===== src/rtl/rgb_pwm_seq.sv =====
// Three-channel breathing PWM sequencer for the SB_RGBA_DRV RGBxPWM inputs.
// Define RGB_PWM_GAMMA_EN to square the duty value before it reaches the comparator.
module rgb_pwm_seq #(
    parameter int PWM_BITS      = 8,
    parameter int PRESCALE_BITS = 16
) (
    input  logic       clk,
    input  logic       rstn,
    input  logic       en,
    output logic       rgb0_pwm,
    output logic       rgb1_pwm,
    output logic       rgb2_pwm,
    output logic [1:0] chan,
    output logic       busy,
    output logic       cycle_done
);

    typedef enum logic [1:0] {
        IDLE = 2'd0,
        UP   = 2'd1,
        DOWN = 2'd2
    } state_t;

    localparam logic [PWM_BITS-1:0] MAX = '1;

    state_t                   state;
    state_t                   state_nxt;
    logic [PWM_BITS-1:0]      pwm_ctr;
    logic [PRESCALE_BITS-1:0] pre_ctr;
    logic [PWM_BITS-1:0]      duty;
    logic [PWM_BITS-1:0]      duty_nxt;
    logic [PWM_BITS-1:0]      duty_sh;
    logic [PWM_BITS-1:0]      duty_eff;
    logic [1:0]               chan_nxt;
    logic                     wrap;
    logic                     tick;

    assign tick = (pre_ctr == '1);

`ifdef RGB_PWM_GAMMA_EN
    logic [2*PWM_BITS-1:0] duty_sq;

    // Squaring the ramp makes perceived brightness change roughly linearly.
    assign duty_sq  = {{PWM_BITS{1'b0}}, duty} * {{PWM_BITS{1'b0}}, duty};
    assign duty_eff = PWM_BITS'(duty_sq >> PWM_BITS);
`else
    assign duty_eff = duty;
`endif

    always_comb begin
        state_nxt = state;
        duty_nxt  = duty;
        chan_nxt  = chan;
        wrap      = 1'b0;
        case (state)
            IDLE: begin
                state_nxt = UP;
                duty_nxt  = '0;
                chan_nxt  = 2'd0;
            end
            UP: begin
                if (tick) begin
                    if (duty == MAX) state_nxt = DOWN;
                    else             duty_nxt  = duty + 1'b1;
                end
            end
            DOWN: begin
                if (tick) begin
                    if (duty == '0) begin
                        state_nxt = UP;
                        if (chan == 2'd2) begin
                            chan_nxt = 2'd0;
                            wrap     = 1'b1;
                        end else begin
                            chan_nxt = chan + 2'd1;
                        end
                    end else begin
                        duty_nxt = duty - 1'b1;
                    end
                end
            end
            default: state_nxt = IDLE;
        endcase
        // Dropping enable always wins and restarts the pattern from scratch.
        if (!en) begin
            state_nxt = IDLE;
            duty_nxt  = '0;
            chan_nxt  = 2'd0;
            wrap      = 1'b0;
        end
    end

    always_ff @(posedge clk) begin
        if (!rstn) begin
            state      <= IDLE;
            duty       <= '0;
            chan       <= 2'd0;
            cycle_done <= 1'b0;
            busy       <= 1'b0;
        end else begin
            state      <= state_nxt;
            duty       <= duty_nxt;
            chan       <= chan_nxt;
            cycle_done <= wrap;
            busy       <= (state_nxt != IDLE);
        end
    end

    // The shadow only reloads at the end of a PWM period, so each period uses one duty.
    always_ff @(posedge clk) begin
        if (!rstn || state == IDLE || state_nxt == IDLE) begin
            pwm_ctr  <= '0;
            pre_ctr  <= '0;
            duty_sh  <= '0;
            rgb0_pwm <= 1'b0;
            rgb1_pwm <= 1'b0;
            rgb2_pwm <= 1'b0;
        end else begin
            pwm_ctr  <= pwm_ctr + 1'b1;
            pre_ctr  <= pre_ctr + 1'b1;
            if (pwm_ctr == MAX) duty_sh <= duty_eff;
            rgb0_pwm <= (chan == 2'd0) && (pwm_ctr < duty_sh);
            rgb1_pwm <= (chan == 2'd1) && (pwm_ctr < duty_sh);
            rgb2_pwm <= (chan == 2'd2) && (pwm_ctr < duty_sh);
        end
    end

endmodule


===== config.mk =====
export PLATFORM = sky130hd
export DESIGN_NAME = rgb_pwm_seq
export DESIGN_NICKNAME = d
export VERILOG_FILES = /design/src/rtl/rgb_pwm_seq.sv
export SDC_FILE = /design/constraint.sdc
export NUM_CORES = 1
export LEC_CHECK = 0
export CORE_MARGIN = 2
export CORE_UTILIZATION = 31
export CTS_BUF_LIST = sky130_fd_sc_hd__clkbuf_4
export DETAILED_ROUTE_END_ITERATION = 10
export SYNTH_ARGS = -nofsm -noshare
export SYNTH_HDL_FRONTEND = slang
export SYNTH_SLANG_ARGS = --single-unit

===== constraint.sdc =====
create_clock -name clk -period 2.1 [get_ports clk]
set_input_delay 0.315 -clock clk [delete_from_list [all_inputs] [get_ports clk]]
set_output_delay 0.315 -clock clk [all_outputs]
set_load 0.02 [all_outputs]

Yosys cells after proc, flatten, opt, wreduce, memory -nomap -nowiden --
Index checks and enable logic that the tools add are counted.
Operators by class: reduce and logical (&&, ||, !) cells 17, equal/unequal tests 12, add/sub/neg operators 5, muxes and demuxes 16, order comparisons 1
Operator list (count):
- $mux W8 | 4
- $pmux W8 S3 | 1
- $add A16 B1 Y16 const B | 1
- $add A8 B1 Y8 const B | 2
- $eq A16 B16 Y1 const B | 1
- $eq A8 B8 Y1 const B | 2
- $mux W2 | 8
- $ne A2 B2 Y1 const B | 5
- $reduce_and A5 Y1 | 2
- $logic_not A8 Y1 | 1
- $lt A8 B8 Y1 | 1
- $sub A8 B1 Y8 const B | 1
- $logic_not A2 Y1 | 3
- $pmux W2 S3 | 1
- $eq A2 B1 Y1 const B | 2
- $eq A2 B2 Y1 const B | 2
- $pmux W2 S2 | 1
- $reduce_bool A2 Y1 | 2
- $logic_and A1 B1 Y1 | 3
- $reduce_and A3 Y1 | 1
- $reduce_bool A3 Y1 | 1
- $add A2 B1 Y2 const B | 1
- $logic_or A1 B1 Y1 | 2
- $reduce_and A2 Y1 | 1
- 2 further kinds | 2
Word-level totals: bits in registers 49, bits of input ports 3, word-level logic and storage cells 62

Longest topological paths before layout --
depth in word-level cells 7, gate-level depth with buffers 9, gate-level depth less buffers 9

Worst setup path after synthesis --
No wires, ideal clock.
path kind register to register, start point register state[0], end point register duty[7], path buffers 0, required time 2.026 ns, clock period less this slack 2.102 ns, setup slack -0.002 ns, data arrival time 2.027 ns, cell stages (with the launch flop) 10, cells stage by stage dfxtp_1 -> inv_1 -> ha_1 -> ha_1 -> a21oi_1 -> o211ai_1 -> o41ai_1 -> xnor2_1 -> nand4b_1 -> a31oi_1
Between the ends: longest elaborated chain between the ends 3
RTL lines:
- from (decl) | line 26 | state_t state;
- from (signal assigned) | line 101 | state <= state_nxt;
- $eq A2 B2 Y1, or another cell as far along | line 55 | case (state)
- $ne A2 B2 Y1 (no line) or $reduce_bool A3 Y1 (tied branches)
- $reduce_and A5 Y1 (no line)
- to (signal assigned) | line 102 | duty <= duty_nxt;
- to (decl) | line 30 | logic [PWM_BITS-1:0] duty;
Parallel ways exist; a longest one is shown, timed or not. A chain may end at the register's enable or synchronous reset.

Worst setup path in the final report --
start point register pre_ctr[4], end point register pre_ctr[14]
Between the ends: longest elaborated chain between the ends 6
RTL lines:
- from (decl) | line 29 | logic [PRESCALE_BITS-1:0] pre_ctr;
- from (signal assigned) | line 120 | pre_ctr <= pre_ctr + 1'b1;
- $eq A16 B16 Y1 | line 38 | assign tick = (pre_ctr == '1);
- $mux W2 (on tied branches) | line 68, 62
- $pmux W2 S3 | line 55
- $mux W2 | line 85 | if (!en) begin
- $logic_not A2 Y1 | line 111 | if (!rstn || state == IDLE || state_nxt == IDLE) begin
- $logic_or A1 B1 Y1 | line 111
Parallel ways exist; a longest one is shown, timed or not.

==> implementation parameters <==
Parameter                              Value

Layout
  Layout overhead on the synthesized area    26.9%
  Proportion of layout cells with a drive suffix above 1    23.3%
  Utilization after layout    40.9%
  Final standard cell area without fillers    3200 sq um
  Final antenna diode count    0
  Number of inserted filler cells in the final layout    785
  Final net count    361

Worst setup path
  WS Path Type    reg -> reg
  Bufs and invs on worst path    2
  Required arrival time at the worst endpoint    2370 ps
  Largest delay share family, worst path    simple AND/OR/NAND/NOR gates
  Critical path startpoint category    flop
  Worst stage delay on the critical path    580 ps
  Cell with the biggest individual delay on the critical path    or4_4
  Maximum fanout count along the critical path    8
  Sort of element at the end of the critical path    flop
  Worst endpoint data arrival time    2400 ps
  Cells along the critical path    nand3_1 -> or4_4 -> nor3_4 -> o211ai_2 -> o21ai_4 -> buf_6 -> clkbuf_16 -> nor2_1

GRT
  Largest net degree at the start of global routing    17
  Number of global-route vias before repair    2097
  GR Util All Layers    13.2%
  Overflow left after global routing    0
  Number of antenna violations at the first check in global routing    0
  First-pass GRT wire length    9.30 mm

Synth
  Synthesized-area fraction occupied by xor and xnor cells    8.35%
  Number of distinct library cells after synthesis    45
  Synthesized net count    315
  Proportion of synthesized chip area in sequential cells    38.9%
  Post-synth top cells    nor2_1 (52), dfxtp_1 (49), nand2_1 (24)
  Cell type with the largest total area after synthesis    dfxtp_1
  Most common cell in the netlist    nor2_1
  Flip-flop and latch count after synthesis    49
  Area share of fa/ha/maj cells after synthesis    10.2%
  Prevailing post-synth register cell    dfxtp_1
  Count of mapped cells out of synthesis    292
  Post-synthesis compound-gate area fraction    9.19%
  Mapped Area    2520 sq um
  Area fraction of the dominant cell type after synthesis    38.9%
  Share of synthesized registers carrying an async set or reset    0%
  Post-synthesis mux area share    3.18%
  Simple-gate share of the synthesized area    25.2%
  Combinational family with the most area after synthesis    simple AND/OR/NAND/NOR gates
  Yosys warns    0
  Avg Inst Size Synth    8.63 sq um
  Number of enable-type register cells in the synthesized netlist    0
  Synth area leaders    dfxtp_1 (39%), ha_1 (9.4%), nor2_1 (7.7%)

Worst hold path
  Class of the worst hold path    reg -> reg

Power and ir drop
  Power density normalized to cell area    445 nW/um^2
  Internal power summed over all cells    1.08 mW
  Total Power    1.42 mW
  Net switching power    0.342 mW
  Maximum ir drop on the vdd rail    0.200 mV
  Combinational power share    3.6%
  Total leakage power    1.17 nW
  Sequential Power Share    65.7%
  Switching share of total power    24.0%
  Clock Power Share    30.6%

Floorplan
  Area enclosed by the die boundary    8860 sq um
  Vertical extent of the die    94.1 um
  Total number of placement rows    32
  Initial standard-cell utilization of the core    32.3%
  Number of top-level pins    10
  Die Span X    94.1 um
  Area of the core    7810 sq um

Clock network
  Clk_lat worst skew    370 ps
  Depth of the CTS H-tree    2
  Number of buffers created by CTS    5
  Clock Tree Buf Depth    2
  Root buffer cell    clkbuf_4
  Clock-pin transition on the worst setup and hold timing paths    150 ps
  Quantity of hold-fixing buffers added after cts    0
  Total clock sinks    49
  Clock tree from TritonCTS    yes

Route
  DRC violation count after routing    0
  Pre-Repair DR Iteration Count    4
  Detail-routed via count per cell    4.78
  Remaining antenna violation count    0
  Number of DRC markers after the initial detailed-route iteration    66
  Total wire length    5.42 mm
  Count of vias placed by the detailed router    2107
  Average wire per standard cell    12.3 um

Run
  Maximum Capacitance Violations    0

Placement
  Placement-stage worst setup slack    -88.1 ps
  Routability Congestion    0.825
  DP Area    2920 sq um
  Sum of net half-perimeters after detailed placement    3.70 mm
  Input/output buffers    9

STA
  Setup repair after global routing missed its margin    yes
  Worst clock skew    15.8 ps
  Setup ws final    -27.4 ps
  Setup total negative slack    -135 ps
  Max frequency    0.470 GHz
  Worst relative slew slack    67.2%
  Final Hold Violating Endpoints    0
  Final Cycle Share    101%
  Final Slew Violations    0
  Min Clock Period, post-route    2130 ps
  Worst-Margin Slew    492 ps
  Final-report setup violation count    11

Run status
  Failing checks    setup timing
  Result of the run    complete, but fails checks
-- registers in the layout (all words and copies together), names as in the netlist --
signal	cells
pre_ctr	16
duty	8
duty_sh	8
pwm_ctr	8
chan	2
state	2
busy	1
cycle_done	1
rgb0_pwm	1
rgb1_pwm	1
rgb2_pwm	1
-- through the flow --
step / hold WS [ps] / std cells
6_report: 495 / 441
3_3_place_gp: 456 / 424
3_5_place_dp: 466 / 424
2_1_floorplan: 417 / 292
4_1_cts: 501 / 438
5_1_grt: 545 / 441
-- cell usage in the layout, fill, tap and decap left out, drive strengths merged, types with 2 or more instances in the layout --
| master | instances |
|---|---|
| and3 | 2 |
| o21ai | 5 |
| nand3 | 22 |
| a21o | 2 |
| nand4b | 3 |
| inv | 17 |
| xor2 | 10 |
| clkdlybuf4s50 | 9 |
| or3 | 2 |
| xnor2 | 14 |
| nor3 | 8 |
| a21oi | 15 |
| clkbuf | 6 |
| clkinv | 2 |
| buf | 37 |
| nand4 | 8 |
| or4 | 3 |
| nand2 | 24 |
| nor2 | 52 |
| nand3b | 2 |
| nand2b | 3 |
| ha | 19 |
| o211ai | 3 |
| dfxtp | 49 |
| mux2i | 8 |
-- routing by layer --
| metal | share of wire [%] | track usage [%] | up-vias |
|---|---|---|---|
| met5 | 0 | 0 | - |
| met1 | 48 | 16.5 | 969 |
| met2 | 47 | 22.0 | 28 |
| met4 | 2.5 | 5.19 | 0 |
| met3 | 2.9 | 2.73 | 14 |
| li1 | - | - | 1096 |
-- area by class of cell --
type	count	area [sq um]	area share [%]
clock buffers	5	37.5	1.17
multi-input cells	218	1540	48.2
repair buffers	47	425	13.3
inverters	17	63.8	2.00
flip-flops and latches	49	983	30.8
clock inverters	3	17.5	0.548
well taps	102	128	3.99
-- power by group through the flow --
stage / sequential [mW] / clock, mW / combinational (mW)
2_1_floorplan: 0.957 / 0 / 0.0258
6_report: 0.935 / 0.436 / 0.0518
4_1_cts: 0.935 / 0.455 / 0.0488
3_5_place_dp: 0.955 / 0 / 0.0472
3_3_place_gp: 0.955 / 0 / 0.0473
5_1_grt: 0.936 / 0.487 / 0.0567
-- worst paths after layout --
kind                                 start  cells past startpoint  slack [ps]          end
worst min register to register  pwm_ctr[0]                      1         500   pwm_ctr[0]
worst max register to register  pre_ctr[4]                      8         -30  pre_ctr[14]
worst max-delay path            pre_ctr[4]                      8         -30  pre_ctr[14]
worst min-delay path            pwm_ctr[0]                      1         500   pwm_ctr[0]
-- what timing repair did --
item / 4_1_cts / 5_1_grt
setup buffers: 5 / 3
pin swaps: 4 / 6
setup endpoints to repair: 40 / 45
resized for setup: 7 / 30
cloned: 1 / 1
-- logic make-up after synthesis --
logic type	count (synthesis)
AND/OR/NAND/NOR	132
flip-flops	49
AO/OA/AOI/OAI	34
buffers and inverters	25
XOR/XNOR	24
adder cells (fa/ha/maj)	20
multiplexers	8
Note: power is estimated with default switching activity, not from simulation.
